`src/rtl/uart_rx_pkg.sv`:
```
// Shared definitions for the UART RX deserializer path and its sibling
// checkers: FSM state encoding and minimum legal configuration values.
package uart_rx_pkg;

  typedef enum logic [1:0] {
    IDLE,
    SHIFT,
    DONE
  } deser_state_e;

  localparam int MIN_PRESCALE = 4;
  localparam int MIN_DATA_LEN = 5;

endpackage

```
`src/rtl/uart_rx_cap_strobe.sv`:
```
// Frame-configuration register plus the per-bit capture strobe. On the load
// cycle the incoming configuration is used directly, so the first bit is not lost.
module uart_rx_cap_strobe
  import uart_rx_pkg::*;
#(
  parameter int DATA_WIDTH     = 8,
  parameter int PRESCALE_WIDTH = 6
) (
  input  logic                      CLK_DESER,
  input  logic                      RST_DESER,
  input  logic                      load,
  input  logic                      deser_en,
  input  logic [PRESCALE_WIDTH-1:0] Prescale,
  input  logic [PRESCALE_WIDTH-1:0] edge_cnt,
  input  logic [3:0]                data_len,
  input  logic                      lsb_first,
  output logic                      cap,
  output logic [3:0]                cfg_len,
  output logic                      cfg_lsb,
  output logic                      cfg_illegal
);

  logic [PRESCALE_WIDTH-1:0] prescale_q;
  logic [3:0]                len_q;
  logic                      lsb_q;
  logic [PRESCALE_WIDTH-1:0] presc_eff;

  // NOTE: sequential state is written with non-blocking assignments only.
  always_ff @(posedge CLK_DESER or posedge RST_DESER) begin
    if (RST_DESER) begin
      prescale_q <= '0;
      len_q      <= '0;
      lsb_q      <= 1'b0;
    end else if (load) begin
      prescale_q <= Prescale;
      len_q      <= data_len;
      lsb_q      <= lsb_first;
    end
  end

  assign presc_eff   = load ? Prescale  : prescale_q;
  assign cfg_len     = load ? data_len  : len_q;
  assign cfg_lsb     = load ? lsb_first : lsb_q;

  assign cap         = deser_en && (edge_cnt == presc_eff - PRESCALE_WIDTH'(1));
  assign cfg_illegal = (presc_eff < PRESCALE_WIDTH'(MIN_PRESCALE))
                    || (cfg_len < 4'(MIN_DATA_LEN))
                    || ({1'b0, cfg_len} > 5'(DATA_WIDTH));

endmodule

```
`src/rtl/uart_rx_deser_gen2.sv`:
```
// Parametrised UART RX deserializer: collects data_len bits at the last
// oversample edge of each bit, LSB- or MSB-first, and publishes the word.
module uart_rx_deser_gen2
  import uart_rx_pkg::*;
#(
  parameter int DATA_WIDTH     = 8,
  parameter int PRESCALE_WIDTH = 6
) (
  input  logic                      CLK_DESER,
  input  logic                      RST_DESER,
  input  logic                      deser_en,
  input  logic [PRESCALE_WIDTH-1:0] Prescale,
  input  logic [PRESCALE_WIDTH-1:0] edge_cnt,
  input  logic                      sampled_bit,
  input  logic [3:0]                data_len,
  input  logic                      lsb_first,
  output logic [DATA_WIDTH-1:0]     P_DATA,
  output logic                      data_valid,
  output logic                      deser_busy,
  output logic                      deser_abort,
  output logic                      cfg_err
);

  localparam int CNT_W = $clog2(DATA_WIDTH + 1);

  deser_state_e          state, state_nxt;
  logic [DATA_WIDTH-1:0] shreg, shreg_nxt, shreg_base;
  logic [CNT_W-1:0]      bit_cnt, bit_cnt_nxt, cnt_base;
  logic                  start, take, complete, abort_nxt;
  logic                  cap, cfg_lsb, cfg_illegal;
  logic [3:0]            cfg_len;

  assign start = (state == IDLE) && deser_en;

  uart_rx_cap_strobe #(
    .DATA_WIDTH    (DATA_WIDTH),
    .PRESCALE_WIDTH(PRESCALE_WIDTH)
  ) u_cap_strobe (
    .CLK_DESER  (CLK_DESER),
    .RST_DESER  (RST_DESER),
    .load       (start),
    .deser_en   (deser_en),
    .Prescale   (Prescale),
    .edge_cnt   (edge_cnt),
    .data_len   (data_len),
    .lsb_first  (lsb_first),
    .cap        (cap),
    .cfg_len    (cfg_len),
    .cfg_lsb    (cfg_lsb),
    .cfg_illegal(cfg_illegal)
  );

  // NOTE: every output of this block gets a default first, so no latch is inferred.
  always_comb begin
    state_nxt   = state;
    shreg_base  = start ? '0 : shreg;
    cnt_base    = start ? '0 : bit_cnt;
    shreg_nxt   = shreg_base;
    bit_cnt_nxt = cnt_base;
    complete    = 1'b0;
    abort_nxt   = 1'b0;
    take        = cap && !cfg_illegal && (state != DONE);

    case (state)
      IDLE:    if (deser_en) state_nxt = SHIFT;
      SHIFT:   if (!deser_en) begin
                 state_nxt = IDLE;
                 abort_nxt = 1'b1;
               end
      DONE:    if (!deser_en) state_nxt = IDLE;
      default: state_nxt = IDLE;
    endcase

    // The start cycle works from a cleared word/count so its bit is kept.
    if (take) begin
      if (cfg_lsb) shreg_nxt = shreg_base | (DATA_WIDTH'(sampled_bit) << cnt_base);
      else         shreg_nxt = {shreg_base[DATA_WIDTH-2:0], sampled_bit};
      bit_cnt_nxt = cnt_base + CNT_W'(1);
      if (bit_cnt_nxt == CNT_W'(cfg_len)) begin
        complete  = 1'b1;
        state_nxt = DONE;
      end
    end
  end

  // NOTE: the shift register is reset too, so an interrupted frame leaves no residue.
  always_ff @(posedge CLK_DESER or posedge RST_DESER) begin
    if (RST_DESER) begin
      state       <= IDLE;
      shreg       <= '0;
      bit_cnt     <= '0;
      P_DATA      <= '0;
      data_valid  <= 1'b0;
      deser_busy  <= 1'b0;
      deser_abort <= 1'b0;
      cfg_err     <= 1'b0;
    end else begin
      state       <= state_nxt;
      shreg       <= shreg_nxt;
      bit_cnt     <= bit_cnt_nxt;
      data_valid  <= complete;
      deser_abort <= abort_nxt;
      deser_busy  <= (state == SHIFT);
      if (start)    cfg_err <= cfg_illegal;
      if (complete) P_DATA  <= shreg_nxt;
    end
  end

endmodule
```
`config.mk`:
```
export PLATFORM = sky130hd
export DESIGN_NAME = uart_rx_deser_gen2
export DESIGN_NICKNAME = d
export VERILOG_FILES = /design/src/rtl/uart_rx_pkg.sv /design/src/rtl/uart_rx_cap_strobe.sv /design/src/rtl/uart_rx_deser_gen2.sv
export SDC_FILE = /design/constraint.sdc
export NUM_CORES = 1
export LEC_CHECK = 0
export ABC_CLOCK_PERIOD_IN_PS = 3600
export CORE_MARGIN = 4
export CORE_UTILIZATION = 40
export CTS_CLUSTER_SIZE = 30
export DETAILED_ROUTE_END_ITERATION = 8
export GPL_ROUTABILITY_DRIVEN = 0
export HOLD_SLACK_MARGIN = 0.15
export PLACE_DENSITY_LB_ADDON = 0.25
export SLEW_MARGIN = 20
export SYNTH_ARGS = -nofsm -noshare
export SYNTH_HDL_FRONTEND = slang
export SYNTH_HIERARCHICAL = 1
export SYNTH_SLANG_ARGS = --single-unit
```
`constraint.sdc`:
```
create_clock -name CLK_DESER -period 3.6 [get_ports CLK_DESER]
set_input_delay 0.72 -clock CLK_DESER [delete_from_list [all_inputs] [get_ports CLK_DESER]]
set_output_delay 0.72 -clock CLK_DESER [all_outputs]
set_load 0.01 [all_outputs]
```
Word level (Yosys, flattened, before mapping):

Cells that the tools add are included.

* add/sub/neg operators: 2
* equal/unequal tests: 5
* magnitude comparators: 3
* reduce and logical (&&, ||, !) cells: 9
* shift operators: 1
* muxes and demuxes: 17
* bitwise gates (word level): 1

Operators by type and width (count)
* 2-to-1 mux 8 bit: 3
* 2-to-1 mux 4 bit: 3
* 2-to-1 mux 2 bit: 4
* bitwise OR 8 bit: 1
* << shifter 1 x 4 -> 8 bit: 1
* equality test 6 bit: 1
* < comparator 6 x 3 -> 1 bit, second input constant: 1
* 2-to-1 mux 6 bit: 1
* subtractor 6 x 1 -> 6 bit, second input constant: 1
* 2-to-1 mux 1 bit: 5
* adder 4 x 1 -> 4 bit, second input constant: 1
* equality test 4 bit: 1
* greater-than comparator 4 bit, second input constant: 1
* logical AND 1 bit: 4
* < comparator 4 x 3 -> 1 bit, second input constant: 1
* case mux 2 bit (2 select lines): 1
* equality test 2 x 1 -> 1 bit, second input constant: 1
* equality test 2 bit, second input constant: 1
* zero test 2 bit: 1
* logical OR 1 bit: 2
* inequality test 2 bit, second input constant: 1
* OR reduction 2 bit: 1
* zero test 1 bit: 1

* input bits: 21
* word-level logic and storage cells: 49
* bits in registers: 37

Logic depth before layout (Yosys ltp):

* word-level depth: 10
* gate-level depth with buffers: 20
* gate-level depth less buffers: 16

Modules after synthesis:

Netlist, hierarchy kept.

By module, submodules not included
* uart_rx_deser_gen2: cells each 122, area an instance 1313.8 um^2, times used 1, sequential area each 650.6 um^2
* uart_rx_cap_strobe: cells each 56, area an instance 668.1 um^2, times used 1, sequential area each 275.3 um^2

Worst setup path after synthesis:

No wires, ideal clock.

* path kind: in2reg
* from: input port deser_en
* to: register P_DATA[6]
* arrival time: 3.810 ns
* setup slack: -0.275 ns
* stages: 18
* path buffers: 4
* required time: 3.535 ns
* cells stage by stage: nand2_1 > clkbuf_1 > inv_1 > buf_6 > buf_6 > mux2i_1 > ha_1 > xor2_1 > nand2_1 > nor2_1 > a21oi_1 > nor3_2 > or3b_1 > buf_6 > nor3_4 > or4b_1 > a31oi_1 > mux2_1

* elaborated cells between the ends (all ways): 25

RTL lines
* start, declared: RTL line uart_rx_deser_gen2.sv:11 `input logic deser_en,`
* logical AND 1 bit: RTL line uart_rx_deser_gen2.sv:33 `assign start = (state == IDLE) && deser_en;`
* via start: RTL line uart_rx_deser_gen2.sv:29 `logic start, take, complete, abort_nxt;`
* 2-to-1 mux 6 bit
* subtractor 6 x 1 -> 6 bit: RTL line uart_rx_cap_strobe.sv:45 `assign cap = deser_en && (edge_cnt == presc_eff - PRESCALE_WIDTH'(1));`
* equality test 6 bit: RTL line uart_rx_cap_strobe.sv:45
* logical AND 1 bit: RTL line uart_rx_cap_strobe.sv:45
* via cap: RTL line uart_rx_deser_gen2.sv:30 `logic cap, cfg_lsb, cfg_illegal;`
* logical AND 1 bit (2 in series): RTL line uart_rx_deser_gen2.sv:62 `take = cap && !cfg_illegal && (state != DONE);`
* 2-to-1 mux 8 bit: RTL line uart_rx_deser_gen2.sv:75 `if (take) begin`
* via shreg_nxt[6]: RTL line uart_rx_deser_gen2.sv:27 `logic [DATA_WIDTH-1:0] shreg, shreg_nxt, shreg_base;`
* end signal, assigned: RTL line uart_rx_deser_gen2.sv:105 `if (complete) P_DATA <= shreg_nxt;`
* end, declared: RTL line uart_rx_deser_gen2.sv:17 `output logic [DATA_WIDTH-1:0] P_DATA,`

The timed path passes the listed nets, and every way through them passes these cells.
A chain may end at the register's enable or synchronous reset.

Worst setup path after layout:

Same ends and word-level chain as after synthesis.

==> impl_metrics.py <==
metrics = {
    "status": {
        "outcome": "complete, no violations",
    },
    "sta": {
        "slew_headroom": 0.360,
        "max_slew.worst_pin.slew_ns": 0.954,
        "finalCritPeriodShare": 0.978,
        "timing.clock.skew_ns": 0.0119,
        "period_minus_slack_ns": 3.52,
        "max_freq_ghz": 0.284,
        "drv_slew": 0,
        "hold_viol_final": 0,
        "timing.final.setup_violations": 0,
    },
    "final_layout": {
        "synth_to_layout_area_growth_pct": 38.8,
        "drive_gt1_frac": 0.289,
        "layout.filler_cells": 418,
        "register_area_um2": 926,
        "finish.utilization": 0.579,
        "layout_commonest_cell": "sky130_fd_sc_hd__dfrtp_1",
        "nNetsFinal": 265,
        "layout_common_cells": "sky130_fd_sc_hd__dfrtp_1, sky130_fd_sc_hd__clkdlybuf4s50_1, sky130_fd_sc_hd__buf_4, sky130_fd_sc_hd__a21oi_1, sky130_fd_sc_hd__nor2_1",
        "antenna_cells": 0,
        "multi_input_comb_area_mm2": 0.00104,
    },
    "global_routing": {
        "grtUsageTotal": 0.156,
        "number_of_global_route_vias_before_repair": 1529,
        "grt_remaining_overflow": 0,
        "grt_max_degree": 27,
        "grt_first_pass_wirelength_um": 7450,
        "grt_antenna_before_repair": 0,
    },
    "routing": {
        "drt_drc_violations_left": 0,
        "drt_pass1_iterations": 4,
        "vias_per_cell": 4.91,
        "totalWireLength_um": 4400,
        "initialDrtViolationCount": 30,
        "ant_nets_after_route": 0,
        "via_count": 1503,
        "detail_route.wl_per_cell_um": 14.4,
    },
    "floorplan": {
        "start_util": 0.417,
        "placementRows": 25,
        "chipHeight_um": 78.4,
        "die-area_mm2": 0.00614,
        "core_mm2": 0.00475,
        "io-pin-count": 33,
        "die_width_um": 78.4,
    },
    "synth": {
        "average_instance_area_after_synthesis_um2": 11.1,
        "synth_enable_flop_cells": 0,
        "synthesized_netlist_cell_count": 178,
        "synth.ff_latch_count": 37,
        "netlist-cell-type-count": 43,
        "yosys-top-cells-area": "sky130_fd_sc_hd__dfrtp_1, sky130_fd_sc_hd__mux2_2, sky130_fd_sc_hd__mux2_1",
        "synth_top_cell_by_area": "sky130_fd_sc_hd__dfrtp_1",
        "ys_dominant_reg_cell": "sky130_fd_sc_hd__dfrtp_1",
        "synth-async-reset-ratio": 1.00,
        "synthesis.nets": 205,
        "total_number_of_yosys_warnings": 6,
        "syn_area_mm2": 0.00198,
        "synth_largest_type_area_fraction": 0.467,
        "synth_sequential_area_ratio": 0.467,
    },
    "critical_path": {
        "timing.critical_path.slowest_cell_delay_ns": 0.50,
        "worst_path_max_delay_cell": "sky130_fd_sc_hd__or4b_4",
        "critical_path_peak_fanout": 5,
        "worstPathCellList": "dlygate4sd2_1 > nand2_2 > clkinv_4 > buf_12 > buf_4 > nor4_2 > nor2_1 > nor3_1 > o2111ai_1 > nor3_2 > or3b_4 > nor3_4 > or4b_4 > a31oi_4 > mux2_4",
        "critical_setup_path_class": "in -> reg",
        "sort_of_element_at_the_end_of_the_critical_path": "flop",
        "critPathLaunchType": "primary input",
        "timing.critical_path.arrival_ns": 3.76,
        "critical-path-top-delay-family": "simple AND/OR/NAND/NOR gates",
        "worstPathRequired_ns": 3.84,
        "cp.buffers_inverters": 4,
    },
    "power": {
        "power.density_cell_area_mw_per_mm2": 573,
        "ir_drop_mv": 0.188,
        "power.leakage_nw": 1.25,
        "design_power_total_w": 0.00158,
    },
    "clocking": {
        "clock_insertion_delay_at_the_later_pin_of_the_skew_report_ns": 0.29,
        "cts-root-buf": "sky130_fd_sc_hd__clkbuf_8",
        "cts_clock_pin_slew_for_the_worst_setup_and_hold_paths_ns": 0.08,
        "clk_path_buf_depth": 2,
        "clkSinkCount": 37,
        "tritoncts": "built",
        "htreeDepth": 2,
        "cts-buffers-inserted": 5,
        "cts-hold-fix-buffers": 0,
    },
    "place": {
        "placement.io_buffers": 32,
        "dp_hpwl_um": 3070,
    },
    "hold_path": {
        "hp-class": "reg -> reg",
    },
    "flow_run": {
        "drv_cap": 0,
    },
}
==> cells in the mapped netlist, drive strengths merged (2+ instances only) <==
master  count
a22oi       5
and2        3
o21a        2
a21oi      16
and3        2
nor2       14
mux2       19
buf         4
dfrtp      37
xor2       10
ha          6
nor4b       2
a21bo       2
a31oi       2
mux2i       2
clkbuf      4
xnor2       4
nor3b       3
o31ai       2
nand2       8
o21ai       3
inv        10
nor3        6
==> cells by family after synthesis <==
| logic type | synth area share |
|---|---|
| AOI/OAI and AO/OA | 0.123 |
| xor gates and xnor gates | 0.0808 |
| adders and majority gates | 0.0379 |
| DFF | 0.467 |
| muxes | 0.122 |
| and+or+nand+nor | 0.123 |
| buffers and inverters | 0.0461 |
==> where the power goes <==
group | internal, W | leakage (nW) | switching (W)
clock network | 0.000155 | 0.0512 | 0.000150
logic | 0.000404 | 0.712 | 0.000314
registers | 0.000503 | 0.482 | 0.0000518
==> what timing repair did <==
action,CTS,global route
pin swaps,6,6
setup endpoints to repair,8,10
resized for setup,7,10
setup buffers,5,1
==> area by class of cell <==
| type | count | share of cell area |
|---|---|---|
| clock buffers | 6 | 0.0300 |
| clock inverters | 2 | 0.00500 |
| inverters | 10 | 0.0155 |
| multi-input cells | 123 | 0.377 |
| flip-flops and latches | 37 | 0.337 |
| well taps | 67 | 0.0305 |
| repair buffers | 61 | 0.206 |
==> per-stage QoR <==
stage               instance area [um2]  hold WS [ns]  std cells  TNS, ns  setup slack, ns
global placement                   2520         0.476        292    -2.66           -0.295
detailed placement                 2520         0.481        292    -3.41           -0.394
finish                             2750         0.493        306        0           0.0777
global route                       2750         0.521        306  -0.0447          -0.0447
CTS                                2700         0.498        305        0           0.0361
floorplan                          2020         0.482        178  -0.0576          -0.0576
==> per-layer routing <==
| layer | up-vias | track usage | share of wire |
|---|---|---|---|
| met5 | - | 0 | 0 |
| met4 | 0 | 0.0472 | 0.012 |
| met3 | 5 | 0.0390 | 0.045 |
| met2 | 28 | 0.243 | 0.46 |
| met1 | 728 | 0.213 | 0.48 |
| li1 | 742 | - | - |
==> flip-flops by register name (all words and copies together), names as in the netlist <==
name / count
state: 2
u_cap_strobe/prescale_q: 6
deser_abort: 1
bit_cnt: 4
u_cap_strobe/len_q: 4
shreg: 8
cfg_err: 1
data_valid: 1
deser_busy: 1
P_DATA: 8
u_cap_strobe/lsb_q: 1
==> worst paths after layout <==
path	start	end	slack [ns]	cells past startpoint
max	deser_en	P_DATA[6]$_DFFE_PP0P_	0.08	15
min	P_DATA[3]$_DFFE_PP0P_	P_DATA[3]$_DFFE_PP0P_	0.49	1
max reg2reg	state[0]$_DFF_PP0_	P_DATA[6]$_DFFE_PP0P_	0.09	16
min reg2reg	P_DATA[3]$_DFFE_PP0P_	P_DATA[3]$_DFFE_PP0P_	0.49	1
max in group asynchronous	RST_DESER	bit_cnt[2]$_DFF_PP0_	2.28	2
min in group asynchronous	RST_DESER	u_cap_strobe/prescale_q[3]$_DFF_PP0_	0.77	2
Power figures use the tool's default switching activity.
